**config.mk**
```make
export PLATFORM = sky130hd
export DESIGN_NAME = agusec_check_pipe
export DESIGN_NICKNAME = d
export VERILOG_FILES = /design/src/rtl/agusec_check_pipe.sv
export SDC_FILE = /design/constraint.sdc
export NUM_CORES = 1
export LEC_CHECK = 0
export ABC_AREA = 0
export CAP_MARGIN = 10
export CORE_ASPECT_RATIO = 1.25
export CORE_MARGIN = 3
export CORE_UTILIZATION = 25
export DETAILED_ROUTE_END_ITERATION = 6
export DONT_BUFFER_PORTS = 1
export PLACE_DENSITY = 0.4
export RECOVER_POWER = 25
export SLEW_MARGIN = 20
export SYNTH_ARGS = -nofsm -noshare
export SYNTH_HDL_FRONTEND = slang
export SYNTH_SLANG_ARGS = --single-unit
```
**constraint.sdc**
```tcl
create_clock -name clk -period 2.3 [get_ports clk]
set_input_delay 0.575 -clock clk [delete_from_list [all_inputs] [get_ports clk]]
set_output_delay 0.575 -clock clk [all_outputs]
set_load 0.05 [all_outputs]
```
**src/rtl/agusec_check_pipe.sv**
```systemverilog
// agusec_check_pipe: two-stage per-lane bounded-pointer check with an optional sticky fault log.
// Define AGUSEC_FAULT_LOG_EN to build fault capture and counting; otherwise the fault outputs are tied to 0.
module agusec_check_pipe #(
    parameter int CHANNELS = 2,
    parameter int CNT_W    = 16
) (
    input  logic                   clk,
    input  logic                   rst_n,
    input  logic                   stall,
    input  logic [CHANNELS-1:0]    in_valid,
    input  logic [64*CHANNELS-1:0] in_ptr,
    input  logic [40*CHANNELS-1:0] in_a,
    input  logic [40*CHANNELS-1:0] in_b,
    input  logic [CHANNELS-1:0]    in_secq,
    output logic [CHANNELS-1:0]    out_valid,
    output logic [CHANNELS-1:0]    out_ok,
    output logic                   fault_valid,
    output logic [2:0]             fault_lane,
    output logic [63:0]            fault_ptr,
    output logic [CNT_W-1:0]       fault_cnt,
    input  logic                   fault_clr
);
    logic [64*CHANNELS-1:0] ptr_out;
    for (genvar g = 0; g < CHANNELS; g++) begin : g_lane
        logic [63:0] ptr;
        logic [43:0] eaddr;
        logic [7:0]  bits_d, bits_q;
        logic [6:0]  hi_q, lo_q;
        logic        v1_q, sec_q, onl_q, e31_q, ov_q, ok_q, diff, ok_d;
        assign ptr    = in_ptr[g*64 +: 64];
        assign eaddr  = ptr[43:0] + 44'(in_a[g*40 +: 40]) + 44'(in_b[g*40 +: 40]);
        assign bits_d = 8'({8'd0, eaddr} >> (6'(ptr[63:59]) + 6'd4));
        assign diff   = hi_q >= lo_q;
        // exp==31 marks an unbounded pointer: only the incoming security bit matters
        assign ok_d   = sec_q && (e31_q || ((bits_q >= {lo_q, 1'b0} || (diff && !onl_q)) &&
                                            (bits_q <= {hi_q, 1'b1} || (diff && onl_q))));
        always_ff @(posedge clk or negedge rst_n) begin
            if (!rst_n) begin
                v1_q   <= 1'b0;
                sec_q  <= 1'b0;
                onl_q  <= 1'b0;
                e31_q  <= 1'b0;
                bits_q <= '0;
                hi_q   <= '0;
                lo_q   <= '0;
                ov_q   <= 1'b0;
                ok_q   <= 1'b0;
            end else if (!stall) begin
                v1_q   <= in_valid[g];
                sec_q  <= in_secq[g];
                onl_q  <= ptr[44];
                e31_q  <= &ptr[63:59];
                bits_q <= bits_d;
                hi_q   <= ptr[58:52];
                lo_q   <= ptr[51:45];
                ov_q   <= v1_q;
                ok_q   <= v1_q && ok_d;
            end
        end
        assign out_valid[g] = ov_q;
        assign out_ok[g]    = ok_q;
`ifdef AGUSEC_FAULT_LOG_EN
        logic [63:0] ptr1_q, ptr2_q;
        always_ff @(posedge clk or negedge rst_n) begin
            if (!rst_n) begin
                ptr1_q <= '0;
                ptr2_q <= '0;
            end else if (!stall) begin
                ptr1_q <= ptr;
                ptr2_q <= ptr1_q;
            end
        end
        assign ptr_out[g*64 +: 64] = ptr2_q;
`else
        assign ptr_out[g*64 +: 64] = '0;
`endif
    end

`ifdef AGUSEC_FAULT_LOG_EN
    logic [CHANNELS-1:0] flt;
    logic [3:0]          nf;
    logic [CNT_W-1:0]    base, cnt_q;
    logic [CNT_W:0]      sum;
    logic [2:0]          lane_d, lane_q;
    logic [63:0]         fptr_d, fptr_q;
    logic                fv_q;
    assign flt  = out_valid & ~out_ok;
    assign base = fault_clr ? '0 : cnt_q;
    always_comb begin
        nf     = '0;
        lane_d = lane_q;
        fptr_d = fptr_q;
        for (int i = CHANNELS - 1; i >= 0; i--) begin
            nf = nf + 4'(flt[i]);
            if (flt[i] && (!fv_q || fault_clr)) begin
                lane_d = 3'(i);
                fptr_d = ptr_out[i*64 +: 64];
            end
        end
        sum = {1'b0, base} + (CNT_W+1)'(nf);
    end
    always_ff @(posedge clk or negedge rst_n) begin
        if (!rst_n) begin
            fv_q   <= 1'b0;
            lane_q <= '0;
            fptr_q <= '0;
            cnt_q  <= '0;
        end else if (!stall) begin
            fv_q   <= (fv_q && !fault_clr) || |flt;
            lane_q <= lane_d;
            fptr_q <= fptr_d;
            cnt_q  <= sum[CNT_W] ? '1 : sum[CNT_W-1:0];
        end
    end
    assign fault_valid = fv_q;
    assign fault_lane  = lane_q;
    assign fault_ptr   = fptr_q;
    assign fault_cnt   = cnt_q;
`else
    logic unused_fault;
    assign unused_fault = fault_clr ^ (^ptr_out);
    assign fault_valid  = 1'b0;
    assign fault_lane   = '0;
    assign fault_ptr    = '0;
    assign fault_cnt    = '0;
`endif
endmodule

```
## Word level (Yosys, flattened, before mapping)

Index checks and enable logic that the tools add are counted.

| word-level totals | value |
|---|---|
| output and inout bits | 88 |
| word-level logic and storage cells | 52 |
| bits of input ports | 296 |
| register bits | 56 |

| operators by class | value |
|---|---|
| magnitude comparators | 6 |
| $add $sub $neg | 6 |
| shift-type cells | 2 |
| reduce and logical (&&, ||, !) cells | 20 |

Operator list:

| operator | count |
|---|---|
| $add 44x40->44 | 4 |
| $shr 44x6->8 | 2 |
| $ge 8x8->1 | 2 |
| $le 8x8->1 | 2 |
| $ge 7x7->1 | 2 |
| $add 5x3->6 const B | 2 |
| $logic_and 1x1->1 | 10 |
| $reduce_and 5->1 | 2 |
| $logic_or 1x1->1 | 6 |
| $logic_not 1->1 | 2 |

## Longest topological paths before layout

Gate-level depths: netlist of the first run.

| logic depth | value |
|---|---|
| depth after elaboration | 7 |
| mapped depth | 15 |

## Worst setup path before layout of the first run

No wires, ideal clock.

| path | value |
|---|---|
| kind | input to register |
| start | input in_ptr[14] |
| end | register g_lane[0].bits_q[7] |
| arrival | 3.926 ns |
| stages on the path | 14 |
| buffers on the path | 1 |
| setup slack | -1.777 ns |
| cell sequence | fa_1 -> ha_1 -> buf_2 -> and4_1 -> and3_1 -> a221oi_2 -> nand2_1 -> a311oi_2 -> xnor2_1 -> inv_1 -> mux4_2 -> mux2_2 -> a2111oi_0 -> a221oi_1 |

| on the way | value |
|---|---|
| longest elaborated chain between the ends | 3 |

Ends and longest elaborated chain:

| item | RTL line | text |
|---|---|---|
| start, declared | 11 | `input logic [64*CHANNELS-1:0] in_ptr,` |
| $add 44x40->44 (2 in a row) | 31 | `assign eaddr = ptr[43:0] + 44'(in_a[g*40 +: 40]) + 44'(in_b[g*40 +: 40]);` |
| $shr 44x6->8 | 32 | `assign bits_d = 8'({8'd0, eaddr} >> (6'(ptr[63:59]) + 6'd4));` |
| end signal, assigned | 53 | `bits_q <= bits_d;` |
| end, declared | 27 | `logic [7:0] bits_d, bits_q;` |

Every way passes these cells.
A chain may end at the register's enable or synchronous reset.

## Worst setup path after layout of the first run

| path | value |
|---|---|
| start | input in_b[7] |
| end | register g_lane[0].bits_q[7] |

| on the way | value |
|---|---|
| longest elaborated chain between the ends | 2 |

Ends and longest elaborated chain:

| item | RTL line | text |
|---|---|---|
| start, declared | 13 | `input logic [40*CHANNELS-1:0] in_b,` |
| $add 44x40->44 | 31 |  |
| $shr 44x6->8 | 32 |  |

Every way passes these cells.

==> out/results.ini, run 1 <==
[synthesis]
synth_edf_count=0
synth_flop_cell=dfrtp_1
syn_area_per_cell_um2=7.993
synth_cell_types=91
synth_area_mm2=0.01338
synth_top_family_by_area=compound AO/OA/AOI/OAI gates
synth_compound_area_share_pct=25.85
yosys-mux-area-fraction_pct=9.248
ys_seq_area_share_pct=10.47
ys_seq_elements=56
yosys.area_share.simple_pct=16.95
netlist_instances=1674
synth_xor_area_share_pct=4.255
synthArstFlopShare_pct=100.0
ys_warn_count=0
yosys.area_share.adder_pct=23.08

[global_route]
grtUsageMet3_pct=1.527
groute.usage.overall_pct=17.31
antenna_found_initial=1
grtUsageMet2_pct=33.79
grt_max_degree=57
grt_pass1_vias=14680
busiest_layer=met2
grt_pass1_wl_mm=79.19
grt_overflow_total=0
use_met1_pct=19.76

[finish]
drive_gt1_share_pct=40.37
design_area_mm2=0.01924
nFillCells=5530
num-nets-final=2579
syn_to_final_growth_pct=43.83
diodes=0

[place]
pre_cts_ws_ns=-2.204
hpwl_mm=43.16
place.gp.congestion=0.8909
port_buffers=0
dpl-instance-area_mm2=0.01724

[cts]
cts_inserted_buffers=5
h-tree-depth=2
clockBufferDepth=2
clk_latency_ns=0.29
root_buffer=clkbuf_16
cts_num_sinks=56
cts_tree=yes
path_clk_slew_ns=0.07

[run_status]
failed_checks=setup timing
status=complete, but fails checks

[floorplan]
core_mm2=0.05281
initial_utilization_pct=25.34
dieArea_mm2=0.05635
dieHeight_um=264.7
num_rows=94
chipWidth_um=212.9
io_pins=384

[run]
cap_viol_max_count=0

[route]
drt_wl_total_mm=50.89
viasPerCell=5.066
drc=0
routedWlPerCell_um=18.47
dr.pass1.iters=5
num_vias=13960
drt_iter0_drc=470
ant_nets=0

[timing]
setup_ws_ns=-1.572
period_needed_ns=3.872
skew_ns=0.004044
fin_crit_sh_pct=168.4
rsz0062_at_grt=true
hold_violations=0
finalSetupViolCount=17
tightestPinTransition_ns=1.382
max_freq_mhz=258.2
relSlewSlack_pct=7.844
slew_viol_final=0

[critical_path]
end_kind=flip-flop
required_ns=2.46
critPathKind=in2reg
arrival_ns=4.03
crit_fanout=3
cp-start-kind=input port

[hold_path]
min_path_type=in2reg

[power]
ir_drop_mv=0.2945
power_density_mw_per_mm2=705.2
leakage_nw=8.413

[flip-flops by register name, indices dropped and copies added, names as in the netlist]
register and flops:
g_lane.bits_q 16, g_lane.v1_q 2, g_lane.ok_q 2, g_lane.ov_q 2, g_lane.e31_q 2, g_lane.onl_q 2
g_lane.sec_q 2, g_lane.lo_q 14, g_lane.hi_q 14
[kinds of logic (layout without fill, tap and decap cells)]
logic type                 count (synthesis)  after routing
AOI/OAI and AO/OA                        510            510
xor gates and xnor gates                  65             65
adders and majority gates                200            200
buffers and inverters                    265            591
DFF                                       56             56
muxes                                    104            104
other                                      1             84
and+or+nand+nor                          473            473
[synth_stat cells, drive strengths merged (7+ instances only)]
master	instances	share of area, %
nand2	157	4.4
a21oi	137	5.2
ha	122	11
buf	113	5.9
nor2	103	2.9
inv	94	2.6
o21ai	92	3.5
fa	78	12
clkbuf	56	1.6
dfrtp	56	10
mux2	47	4.0
mux2i	46	3.4
xnor2	42	2.7
nor3	41	1.6
a21o	40	2.2
nand4	34	1.6
nand3	31	1.2
a211oi	25	1.5
o211ai	23	1.4
xor2	23	1.5
nand2b	20	0.94
a31oi	19	0.89
and2	17	0.81
o21a	16	0.90
a221oi	12	0.83
nor2b	12	0.56
nor4	12	0.56
o21bai	12	0.67
o22ai	12	0.56
o31ai	12	0.67
and3	11	0.51
mux4	11	1.9
a21boi	10	0.56
o2111ai	10	0.65
a311oi	9	0.64
o221ai	9	0.59
or3	9	0.42
a2111oi	7	0.50
[power by group]
part | internal, W | switching (W)
Sequential | 0.00114 | 0.000192
Clock | 0.000397 | 0.000351
Combinational | 0.00574 | 0.00575
Total | 0.00728 | 0.00629
[cells in the final DEF, fill, tap and decap left out, drive strengths merged, types with 16 or more instances in the layout]
| master | instances |
|---|---|
| dfrtp | 56 |
| conb | 84 |
| o211ai | 23 |
| fa | 78 |
| nand3 | 31 |
| ha | 122 |
| o21ai | 92 |
| xor2 | 23 |
| a31oi | 19 |
| xnor2 | 42 |
| nor3 | 41 |
| a21o | 40 |
| buf | 487 |
| nand2b | 20 |
| a21oi | 137 |
| a211oi | 25 |
| inv | 94 |
| mux2 | 47 |
| o21a | 16 |
| mux2i | 46 |
| and2 | 17 |
| nor2 | 103 |
| nand2 | 157 |
| nand4 | 34 |
[per-stage QoR]
| step | total power, W | util, % | TNS [ns] | hold slack (ns) | std cells |
|---|---|---|---|---|---|
| 2_1_floorplan | 0.007026 | - | -21.86 | 0.2794 | 1757 |
| 3_3_place_gp | 0.01116 | 32.65 | -32.02 | 0.2817 | 2709 |
| 3_5_place_dp | 0.01119 | 32.65 | -32.19 | 0.2813 | 2709 |
| 4_1_cts | 0.01294 | 35.00 | -22.70 | 0.1474 | 2736 |
| 5_1_grt | 0.01473 | 36.44 | -25.14 | 0.3694 | 2755 |
| 6_report | 0.01357 | 36.44 | -23.12 | 0.3855 | 2755 |
[routing by layer]
layer / share of wire [%] / vias to the layer above / routed length, um
li1: - / 6815 / -
met1: 39 / 6746 / 19990
met2: 54 / 309 / 27650
met3: 3.0 / 84 / 1539
met4: 3.4 / 2 / 1706
met5: 0.026 / - / 13
[final timing paths]
kind / startpoint / end / slack, ns / cells past startpoint
worst max-delay path: in_b[7] / g_lane[0].bits_q[7] / -1.57 / 14
worst min-delay path: stall / g_lane[0].bits_q[2] / 0.39 / 1
worst max register to register: g_lane[1].lo_q[0] / g_lane[1].ok_q / -0.01 / 12
worst min register to register: g_lane[0].e31_q / g_lane[0].e31_q / 0.50 / 2
max in group asynchronous: rst_n / g_lane[0].bits_q[4] / 0.87 / 1
min in group asynchronous: rst_n / g_lane[1].hi_q[3] / 0.60 / 1
[what timing repair did]
action,CTS,global route
pin swaps,109,107
hold buffers,1,0
endpoints found under the setup margin,18,18
buffers inserted,24,21
hold endpoints to repair,56,0
gates resized for setup,190,127
[worst max-delay path, cell delays in order]
cell	delay, ns
fa_2	0.61
ha_4	0.22
and3_4	0.18
and3_4	0.15
a221oi_2	0.24
buf_4	0.19
nand2_4	0.06
a311oi_4	0.39
xnor2_2	0.17
inv_1	0.06
mux4_2	0.49
mux2_4	0.30
a2111oi_4	0.31
a221oi_1	0.08
[final cells by class]
cell class / count / area, um2 / area share (%)
Clock inverter: 2 / 12.51 / 0.06502
Timing Repair Buffer: 488 / 3780 / 19.64
Tap cell: 672 / 840.8 / 4.369
Clock buffer: 5 / 125.1 / 0.6502
Multi-Input combinational cell: 1436 / 12700 / 65.99
Inverter: 96 / 385.4 / 2.002
Sequential cell: 56 / 1401 / 7.282
Note: power is estimated with default switching activity, not from simulation.
==> run 2: changes to the inputs <==
--- a/config.mk
+++ b/config.mk
@@ -12,7 +12,6 @@
 export CORE_UTILIZATION = 25
 export DETAILED_ROUTE_END_ITERATION = 6
 export DONT_BUFFER_PORTS = 1
-export PLACE_DENSITY = 0.4
 export RECOVER_POWER = 25
 export SLEW_MARGIN = 20
 export SYNTH_ARGS = -nofsm -noshare
==> run 2 against run 1 <==
The flow still finishes with violations (setup timing); maximum frequency rose by 2.5%; hold slack gained 0.0044 ns; die area unchanged; sequential share of layout area barely moved; final area grew 0.25%; non-clock buffer count decreased by 24; clock power increased by 21%; first-iteration DRC count rose by 48%; combinational power about the same; register-to-register slack lost 0.07 ns; critical path type unchanged; largest power group unchanged.
==> out/results.ini, run 2 (synthesized netlist as in run 1, its figures left out) <==
[power]
switchingPower_w=0.006264  ; -0.47%
power_frac_seq_pct=9.9  ; about the same
power_density_mw_per_mm2=701.6  ; -0.51%
power_w=0.01354  ; -0.26%
ir_drop_mv=0.3560  ; +21%
p_sw_share_pct=46.27  ; -0.10 points
p_int_w=0.007273  ; about the same
pwr-share-comb_pct=83.4  ; -1.3 points
clkPwrFrac_pct=6.7  ; +1.2 points
leakage_nw=8.355  ; -0.70%

[run]
cap_viol_max_count=0  ; unchanged

[floorplan]
initial_utilization_pct=25.34  ; unchanged
num_rows=94  ; unchanged
io_pins=384  ; unchanged
dieHeight_um=264.7  ; unchanged
chipWidth_um=212.9  ; unchanged
dieArea_mm2=0.05635  ; unchanged
core_mm2=0.05281  ; unchanged

[cts]
h-tree-depth=2  ; unchanged
cts_num_sinks=56  ; unchanged
path_clk_slew_ns=0.07  ; about the same
root_buffer=clkbuf_16
cts_tree=yes
clockBufferDepth=2  ; unchanged
clk_latency_ns=0.31  ; +0.02 ns
cts_inserted_buffers=5  ; unchanged

[finish]
final_cell_mix=449 x buf_4, 147 x nand2_1, 93 x nor2_1, 90 x a21oi_1, 85 x ha_1
num-nets-final=2555  ; -0.93%
syn_to_final_growth_pct=44.19
largest_register_ffs=16  ; unchanged
top_register=g_lane.bits_q
layout_commonest_cell=buf_4
drive_gt1_share_pct=40.39  ; about the same
top_regs=g_lane.bits_q x16, g_lane.hi_q x14, g_lane.lo_q x14

[route]
drt_iter0_drc=697  ; +48%
num_vias=14020  ; +0.44%
drc=0  ; unchanged
ant_nets=0  ; unchanged
dr.pass1.iters=5  ; unchanged
drt_wl_total_mm=50.42  ; -0.92%
routedWlPerCell_um=18.43  ; -0.23%
viasPerCell=5.124  ; +1.1%

[critical_path]
critPathKind=in2reg
arrival_ns=3.96  ; -0.07 ns
crit_buf_inv=2  ; unchanged
crit_top_cell=buf_4
slowest_stage=fa_1
end_kind=flip-flop
crit_fanout=6  ; +3
max_stage_delay_ns=0.51  ; -0.10 ns
cp-start-kind=input port
required_ns=2.48  ; +0.02 ns
cp_cell_sequence=fa_1 -> ha_4 -> nand4_1 -> nor4_4 -> buf_4 -> o211ai_1 -> buf_4 -> nand2_2 -> nor2_4 -> o21ai_2 -> xor2_1 -> mux4_2 -> mux2_4 -> a2111oi_4 -> a221oi_2
worst_path_dominant_cell_family=adder cells

[timing]
setup_ws_ns=-1.477  ; +0.09557 ns
finalSetupViolCount=18  ; +1
rsz0062_at_grt=true
whs_ns=0.3899  ; +0.004367 ns
period_needed_ns=3.777  ; -0.09557 ns
hold_violations=0  ; unchanged
fin_crit_sh_pct=164.2  ; -4.2 points
skew_ns=0.004857  ; +0.0008126 ns
max_freq_mhz=264.8  ; +2.5%
relSlewSlack_pct=2.495  ; -5.3 points
tightestPinTransition_ns=1.463  ; +0.08023 ns
slew_viol_final=0  ; unchanged

[run_status]
status=complete, but fails checks
failed_checks=setup timing

[global_route]
busiest_layer=met2
antenna_found_initial=7  ; +6
groute.usage.overall_pct=16.98  ; -0.33 points
use_met1_pct=17.60  ; -2.2 points
grt_pass1_wl_mm=77.16  ; -2.6%
grtUsageMet2_pct=34.35  ; +0.57 points
grt_pass1_vias=14470  ; -1.5%
grtUsageMet3_pct=2.344  ; +0.82 points
grt_max_degree=57  ; unchanged
grt_overflow_total=0  ; unchanged

[hold_path]
min_path_type=in2reg

[place]
hpwl_mm=42.77  ; -0.91%
port_buffers=0  ; unchanged
place.gp.congestion=0.8723  ; -2.1%

[run 2: power groups by stage]
stage          Clock [W]  Combinational (W)  Sequential (W)
2_1_floorplan          0            0.00577         0.00125
3_3_place_gp           0            0.00943         0.00136
3_5_place_dp           0            0.00951         0.00136
4_1_cts         0.000946             0.0104         0.00135
5_1_grt         0.000980             0.0123         0.00137
6_report        0.000906             0.0113         0.00134
[run 2: path summary, 6_finish.rpt]
path	slack, ns	cells past startpoint	start	to
setup / recovery	-1.48	15	in_ptr[18]	g_lane[0].bits_q[7]
hold / removal	0.39	1	in_ptr[125]	g_lane[1].bits_q[1]
setup reg to reg	-0.08	12	g_lane[0].lo_q[0]	g_lane[0].ok_q
hold reg to reg	0.51	2	g_lane[0].e31_q	g_lane[0].e31_q
max in group asynchronous	0.80	1	rst_n	g_lane[1].lo_q[5]
min in group asynchronous	0.59	1	rst_n	g_lane[0].v1_q
[run 2: routing by layer]
layer | vias up | part of all wire (%)
met5 | - | 0.11
met4 | 8 | 3.2
met3 | 88 | 4.8
met2 | 374 | 56
met1 | 6783 | 36
li1 | 6765 | -
[run 2: through the flow]
step                      utilization [%]  TNS [ns]  setup slack, ns  cell area (um2)  cells
after floorplan                         -    -21.86           -1.716            14020   1757
after global placement              32.39    -33.43           -2.207            17100   2692
after detailed placement            32.39    -33.67           -2.212            17100   2692
after CTS                           34.63    -22.92           -1.560            18290   2712
after global routing                36.52    -24.18           -1.626            19280   2732
final                               36.54    -21.96           -1.477            19290   2736
[run 2: what timing repair did]
| item | 4_1_cts | 5_1_grt |
|---|---|---|
| pin swaps | 95 | 110 |
| hold buffers | 1 | 0 |
| setup endpoints to repair | 18 | 18 |
| buffers inserted | 13 | 21 |
| gates resized for setup | 175 | 169 |
| hold endpoints to repair | 56 | 0 |
[run 2: worst reg2reg max path: stages (launching register included)]
cell	delay, ns
dfrtp_1	0.42
ha_1	0.28
inv_1	0.07
o21ai_2	0.05
a21o_1	0.16
a21o_1	0.17
a21o_1	0.15
a21o_1	0.15
a21o_1	0.16
a21oi_2	0.16
o21ai_2	0.08
a211oi_2	0.29
o31ai_1	0.11
[run 2: cell type report]
cell class / count / area (um2)
diodes: 4 / 10.01
clock buffers: 6 / 128.9
multi-input cells: 1436 / 12930
inverters: 96 / 385.4
well taps: 672 / 840.8
clock inverters: 2 / 38.79
flip-flops and latches: 56 / 1401
fillers: 5351 / 33510
repair buffers: 464 / 3560
